## src/rtl/serdes_tx_sched_32b_8b.sv

```systemverilog
// Round-robin scheduler sharing one 32-to-8 serializer among NUM_REQ word sources.
// Each granted word goes out MSB byte first over four clk_4f cycles.
module serdes_tx_sched_32b_8b #(
    parameter int          NUM_REQ   = 4,
    parameter logic [7:0]  IDLE_BYTE = 8'h00
) (
    input  logic                    clk_4f,
    input  logic                    reset_L,
    input  logic                    enable,
    input  logic [NUM_REQ-1:0]      req_valid,
    input  logic [32*NUM_REQ-1:0]   req_data,
    output logic [NUM_REQ-1:0]      req_ack,
    output logic                    valid_out,
    output logic [7:0]              data_out,
    output logic [2:0]              grant_id,
    output logic                    busy
);

    typedef enum logic {IDLE, SEND} state_t;

    state_t               state;
    logic [1:0]           cnt;
    logic [2:0]           last;
    logic [23:0]          shreg;

    logic                 arb_edge;
    logic                 any_req;
    logic                 hi_found;
    logic [2:0]           lo_idx;
    logic [2:0]           hi_idx;
    logic [2:0]           winner;
    logic [31:0]          word_sel;
    logic [NUM_REQ-1:0]   ack_onehot;

    assign arb_edge   = (state == IDLE) || (cnt == 2'd3);
    assign any_req    = |req_valid;
    assign ack_onehot = {{(NUM_REQ-1){1'b0}}, 1'b1} << grant_id;

    // Lowest set index above last wins; otherwise wrap to the lowest set index overall.
    always_comb begin
        lo_idx   = '0;
        hi_idx   = '0;
        hi_found = 1'b0;
        for (int i = NUM_REQ - 1; i >= 0; i--) begin
            if (req_valid[i]) begin
                lo_idx = 3'(i);
                if (i > int'(last)) begin
                    hi_idx   = 3'(i);
                    hi_found = 1'b1;
                end
            end
        end
        winner = hi_found ? hi_idx : lo_idx;
    end

    always_comb begin
        word_sel = '0;
        for (int i = 0; i < NUM_REQ; i++) begin
            if (3'(i) == winner)
                word_sel = req_data[32*i +: 32];
        end
    end

    always_ff @(posedge clk_4f or negedge reset_L) begin
        if (!reset_L) begin
            state     <= IDLE;
            cnt       <= '0;
            last      <= 3'(NUM_REQ - 1);
            shreg     <= '0;
            valid_out <= 1'b0;
            data_out  <= IDLE_BYTE;
            req_ack   <= '0;
            grant_id  <= '0;
            busy      <= 1'b0;
        end else begin
            req_ack <= '0;
            if (arb_edge) begin
                if (enable && any_req) begin
                    state     <= SEND;
                    busy      <= 1'b1;
                    valid_out <= 1'b1;
                    cnt       <= '0;
                    data_out  <= word_sel[31:24];
                    shreg     <= word_sel[23:0];
                    grant_id  <= winner;
                    last      <= winner;
                end else begin
                    state     <= IDLE;
                    busy      <= 1'b0;
                    valid_out <= 1'b0;
                    cnt       <= '0;
                    data_out  <= IDLE_BYTE;
                end
            end else begin
                cnt      <= cnt + 2'd1;
                data_out <= shreg[23:16];
                shreg    <= {shreg[15:0], 8'h00};
                // Ack rides with byte [15:8] so the requester can refresh at the last byte.
                if (cnt == 2'd1)
                    req_ack <= ack_onehot;
            end
        end
    end

endmodule

```

## config.mk

```make
export PLATFORM = sky130hd
export DESIGN_NAME = serdes_tx_sched_32b_8b
export DESIGN_NICKNAME = d
export VERILOG_FILES = /design/src/rtl/serdes_tx_sched_32b_8b.sv
export SDC_FILE = /design/constraint.sdc
export NUM_CORES = 1
export LEC_CHECK = 0
export BUFFER_PORTS_ARGS = -buffer_cell sky130_fd_sc_hd__buf_4
export CAP_MARGIN = 15
export CORE_MARGIN = 2
export CORE_UTILIZATION = 35
export CTS_BUF_LIST = sky130_fd_sc_hd__clkbuf_2
export DETAILED_ROUTE_END_ITERATION = 7
export PLACE_DENSITY = 0.72
export SLEW_MARGIN = 15
export SYNTH_ARGS = -nofsm -noshare
export SYNTH_HDL_FRONTEND = slang
export SYNTH_SLANG_ARGS = --single-unit
```

## constraint.sdc

```tcl
create_clock -name clk_4f -period 2 [get_ports clk_4f]
set_input_delay 0.2 -clock clk_4f [delete_from_list [all_inputs] [get_ports clk_4f]]
set_output_delay 0.2 -clock clk_4f [all_outputs]
set_load 0.05 [all_outputs]
```

# After elaboration in Yosys (flattened, before gate mapping)
# Cells that the tools add are included.
[totals]
register_bits = 45
input_bits = 135
out_inout_bits = 17
word_cells = 53
[op_classes]
add_sub_neg = 1
n_lt_le_gt_ge = 3
eq_ne = 6
shift = 1
mux = 29
bitwise = 1
reduce_logical = 5
[op_table]
columns = ["cell", "count"]
rows = [
  ["$mux 32", 4],
  ["$mux 24", 2],
  ["$mux 3", 8],
  ["$mux 8", 2],
  ["$mux 2", 4],
  ["$mux 4", 2],
  ["$mux 1", 7],
  ["$eq 2x3->1 const A", 2],
  ["$gt 2x3->1 const A", 2],
  ["$reduce_or 4->1", 1],
  ["$shl 1x3->4 const A", 1],
  ["$eq 1x3->1 const A", 1],
  ["$gt 1x3->1 const A", 1],
  ["$logic_not 3->1", 1],
  ["$add 2x1->2 const B", 1],
  ["$eq 2x1->1 const B", 1],
  ["$eq 2x2->1 const B", 1],
  ["$ne 2x1->1 const B", 1],
  ["$reduce_and 2->1", 1],
  ["$logic_and 1x1->1", 1],
  ["$logic_or 1x1->1", 1],
  ["$not 1->1", 1],
]

# Logic depth before layout (Yosys ltp)
[depth]
word_depth = 15
ltp_mapped = 8
mapped_depth_nobuf = 6

# Worst setup path after synthesis
# OpenSTA, ideal clock, no wires.
[synth_path]
path_kind = "reg-to-reg"
start = "register last[0]"
end = "register shreg[7]"
setup_time_ns = 0.134
t_arrival_ns = 1.746
t_required_ns = 1.866
path_slack_ns = 0.120
stages_incl_launch_ff = 8
path_buffers = 2
synth_period_minus_slack_ns = 1.880
cell_sequence = "dfstp_2 > buf_2 > a21boi_1 > o2111ai_2 > buf_4 > mux2_1 > a32oi_1 > o31ai_2"
[synth_via]
elab_chain_cells = 15
word_cells_on_any_way = 26
cone_classes = "order compare: 3; eq/ne: 3; mux: 19; reduce/logical: 1"
[synth_lines]
columns = ["element", "line", "text"]
rows = [
  ["start, declared", "23", "logic [2:0] last;"],
  ["start signal, assigned", "68", "last <= 3'(NUM_REQ - 1);"],
  ["start signal, assigned", "86", "last <= winner;"],
  ["$gt 2x3->1", "47", "if (i > int'(last)) begin"],
  ["$mux 2 or $mux 1 (tied branches)", "47", ""],
  ["$mux 2 or $mux 1 (tied branches)", "45", "if (req_valid[i]) begin"],
  ["$mux 3 or $mux 1 (tied branches)", "47", ""],
  ["$mux 3 or $mux 1 (tied branches)", "45", ""],
  ["$mux 3 or $mux 1 (tied branches)", "47", ""],
  ["$mux 3 or $mux 1 (tied branches)", "45", ""],
  ["$mux 3 (*)", "53", "winner = hi_found ? hi_idx : lo_idx;"],
  ["$logic_not 3->1", "59", "if (3'(i) == winner)"],
  ["$mux 32 (3 in a row)", "59", ""],
  ["$mux 32 (*)", "59", ""],
  ["$mux 24 (*)", "78", "if (enable && any_req) begin"],
  ["$mux 24 (*)", "77", "if (arb_edge) begin"],
  ["end signal, assigned", "84", "shreg <= word_sel[23:0];"],
  ["end signal, assigned", "97", "shreg <= {shreg[15:0], 8'h00};"],
  ["end, declared", "24", "logic [23:0] shreg;"],
]
# Mark *: on every way between the ends. The rest lies on a longest branch, timed or not. The select of a mux whose other input is x is not followed.
# A chain may end at the register's enable or synchronous reset.

# Worst setup path in the final report
[layout_path]
start = "register last[1]"
end = "register shreg[4]"
# The elaborated chain is that of the path after synthesis.

==> impl_results.md <==
* Wire per inst at 16.8 um
* IO Port Bufs at 150
* Post-synthesis cell area at 0.00294 sq mm
* Commonest cells post-synth: dfrtp_1, mux2i_1, nand2_1, nor2_1
* Worst hold path class: in -> reg
* Top cell type's share of synthesized area at 34.9%
* Grt total ovfl at 0
* Die width at 95.7 um
* Nets at 614
* Worst Path Arrival at 2.25 ns
* Largest net degree at the start of global routing at 44
* Async SR Flop Fraction at 100%
* Die Height at 95.7 um
* Final slew viol count at 0
* Commonest register cell after synthesis: dfrtp_1
* Status: completed
* Sw power at 2.32 mW
* Clock power share at 7.6%
* Starting Density at 36.0%
* Period utilization at 96.5%
* Ranking of synthesized cells by area: dfrtp_1, mux2i_1, a221oi_1
* Int Pwr at 2.73 mW
* Crit-path max FO at 5
* Yosys reg bits at 43
* Min-delay src: req_data[54]
* Final TNS setup at 0 ns
* Leak Pwr at 2.24 nW
* Endpoints failing setup at 0
* Layout Area Growth over Synthesis at 54.6%
* Clock skew at 0.0238 ns
* Gpl congestion at 0.836
* Ys Warns at 0
* Crit. End Element: flop
* Placed inst area at 0.00424 sq mm
* Cell count after synthesis at 303
* DRT iter0 DRCs at 163
* ANT nets after route at 0
* Clock transition at path regs at 0.22 ns
* Initial antenna violation count at 0
* DR pass1 iterations at 4
* Ports at 152
* DP HPWL at 7.33 mm
* Rows at 33
* Fmax at 518 MHz
* Crit start category: flop
* Placed cell count at 551
* Syn_nets at 440
* FF-to-FF End: shreg[4]$_DFFE_PN0P_
* Total CTS buffers at 5
* Longest Clk Path Bufs at 2
* Net Sw Frac at 46.0%
* Vias per Instance at 5.45
* Die area at 0.00915 sq mm
* Max-cap violation count at 0
* Post-Layout Cell Count at 583
* Fin. Hold Viols at 0
* Worst-margin pin slew at 0.745 ns
* Most common cell in the netlist: dfrtp_1
* Clk_lat worst skew at 0.42 ns
* Post-synthesis sequential area ratio at 36.7%
* Vias at 3180
* TritonCTS clock tree: done
* Clk sink count at 43
* EDFF count, synth at 0
* Min-Delay Path Depth at 3
* Post-synthesis cell type with the largest combined area: dfrtp_1
* WHS Endpoint: shreg[22]$_DFFE_PN0P_
* Core area at 0.00818 sq mm
* WP data required at 2.32 ns
* WS Path Type: reg -> reg
* Part of the power in registers at 27.8%
* Total track usage at 21.4%
* # DRC at 0
* Shortest period the worst path allows at 1.93 ns
* RSZ-0062 raised after global routing: false
* Post-route cell area at 0.00455 sq mm
* Distinct cells, synth at 56
* Relative slew margins at 50.3%
* Vias in the first global route at 3172
* CTS Root Cell: clkbuf_2
* Antenna cell count at 0
* Layout cell share with drive strength beyond 1 at 46.0%
* R2r setup slk at 0.07 ns
* VDD IR max at 0.376 mV
* Syn_area_per_cell at 9.70 sq um
* Drt total wl at 9.81 mm
* H-tree depth at 2
* Start of the worst register-to-register path: last[1]$_DFFE_PN1P_
* Path depth of the worst reg2reg path at 6
* Pwr Total at 5.05 mW
* Global-route wire length before repair at 14.9 mm
* Logic pwr share at 64.5%
* Power density over cell area at 1110 mW/mm^2
==> registers in the layout, indices dropped and copies added (netlist names) <==
name	cells
shreg	24
state	1
req_ack	4
last	2
data_out	8
cnt	2
grant_id	2
==> routing by layer <==
layer	GRT usage [%]	routed length [um]	vias up
met4	5.83	124	0
met5	0	0	-
met2	40.0	5150	133
met1	25.2	3850	1531
met3	3.40	681	12
li1	-	-	1504
==> repair_timing <==
item,in CTS,in global routing
gates cloned,1,1
gates resized for setup,2,10
endpoints found under the hold margin,57,0
hold buffers,17,0
pin swaps,1,1
endpoints found under the setup margin,4,24
setup buffers,0,5
==> stage by stage <==
stage          utilization (%)  hold WS (ns)  worst slack (ns)
2_1_floorplan                -       -0.0956             0.120
3_3_place_gp              51.8         0.224            0.0699
3_5_place_dp              51.8         0.234           0.00280
4_1_cts                   54.7       0.00274           0.00303
5_1_grt                   55.6        0.0114           0.00273
6_report                  55.6        0.0217            0.0698
==> placed cells by master, fill, tap and decap left out, types with 9 or more instances in the layout <==
| cell type | count |
|---|---|
| a21oi_1 | 14 |
| nor2_1 | 14 |
| mux2_2 | 9 |
| clkbuf_2 | 9 |
| nand2_1 | 28 |
| dfrtp_1 | 41 |
| dlygate4sd3_1 | 17 |
| a221oi_1 | 14 |
| o211ai_1 | 13 |
| buf_4 | 170 |
| mux2i_1 | 29 |
| and3_1 | 13 |
==> how the worst max path moves through the flow <==
stage | startpoint | endpoint | slack [ns]
3_3_place_gp | last[1]$_DFFE_PN1P_ | shreg[21]$_DFFE_PN0P_ | 0.07
6_report | last[1]$_DFFE_PN1P_ | shreg[4]$_DFFE_PN0P_ | 0.07
3_5_place_dp | last[1]$_DFFE_PN1P_ | shreg[12]$_DFFE_PN0P_ | 0.003
4_1_cts | last[0]$_DFFE_PN1P_ | shreg[5]$_DFFE_PN0P_ | 0.003
5_1_grt | last[1]$_DFFE_PN1P_ | shreg[8]$_DFFE_PN0P_ | 0.003
2_1_floorplan | last[0]$_DFFE_PN1P_ | shreg[7]$_DFFE_PN0P_ | 0.12
==> final cells by class <==
type	instances	area (sq um)
multi-input cells	226	1720
clock buffers	8	40.0
repair buffers	195	1560
inverters	6	22.5
flip-flops and latches	43	1080
fillers	729	3630
well taps	105	131
==> power by group through the flow <==
stage,registers (mW),clock network (mW),logic [mW]
6_report,1.41,0.386,3.26
3_5_place_dp,1.45,0,3.07
3_3_place_gp,1.44,0,3.02
5_1_grt,1.44,0.427,3.52
2_1_floorplan,1.77,0,1.70
4_1_cts,1.43,0.399,3.13
==> kinds of logic (layout without fill, tap and decap cells) <==
family,Yosys count,count (layout),synth area share [%]
other cells,1,1,0.128
simple gates,82,82,14.0
buf+inv,35,209,6.94
compound gates,100,101,27.3
flops,43,43,36.7
mux,40,40,14.1
fa+ha+maj,2,2,0.851
==> critical path: stages, from the launching register on <==
cell and delay [ns]:
dfstp_2 0.61, buf_4 0.13, inv_2 0.04, a21boi_2 0.25
o221ai_2 0.21, a221o_1 0.34, a32o_1 0.26
(Power assumes the default switching activity.)
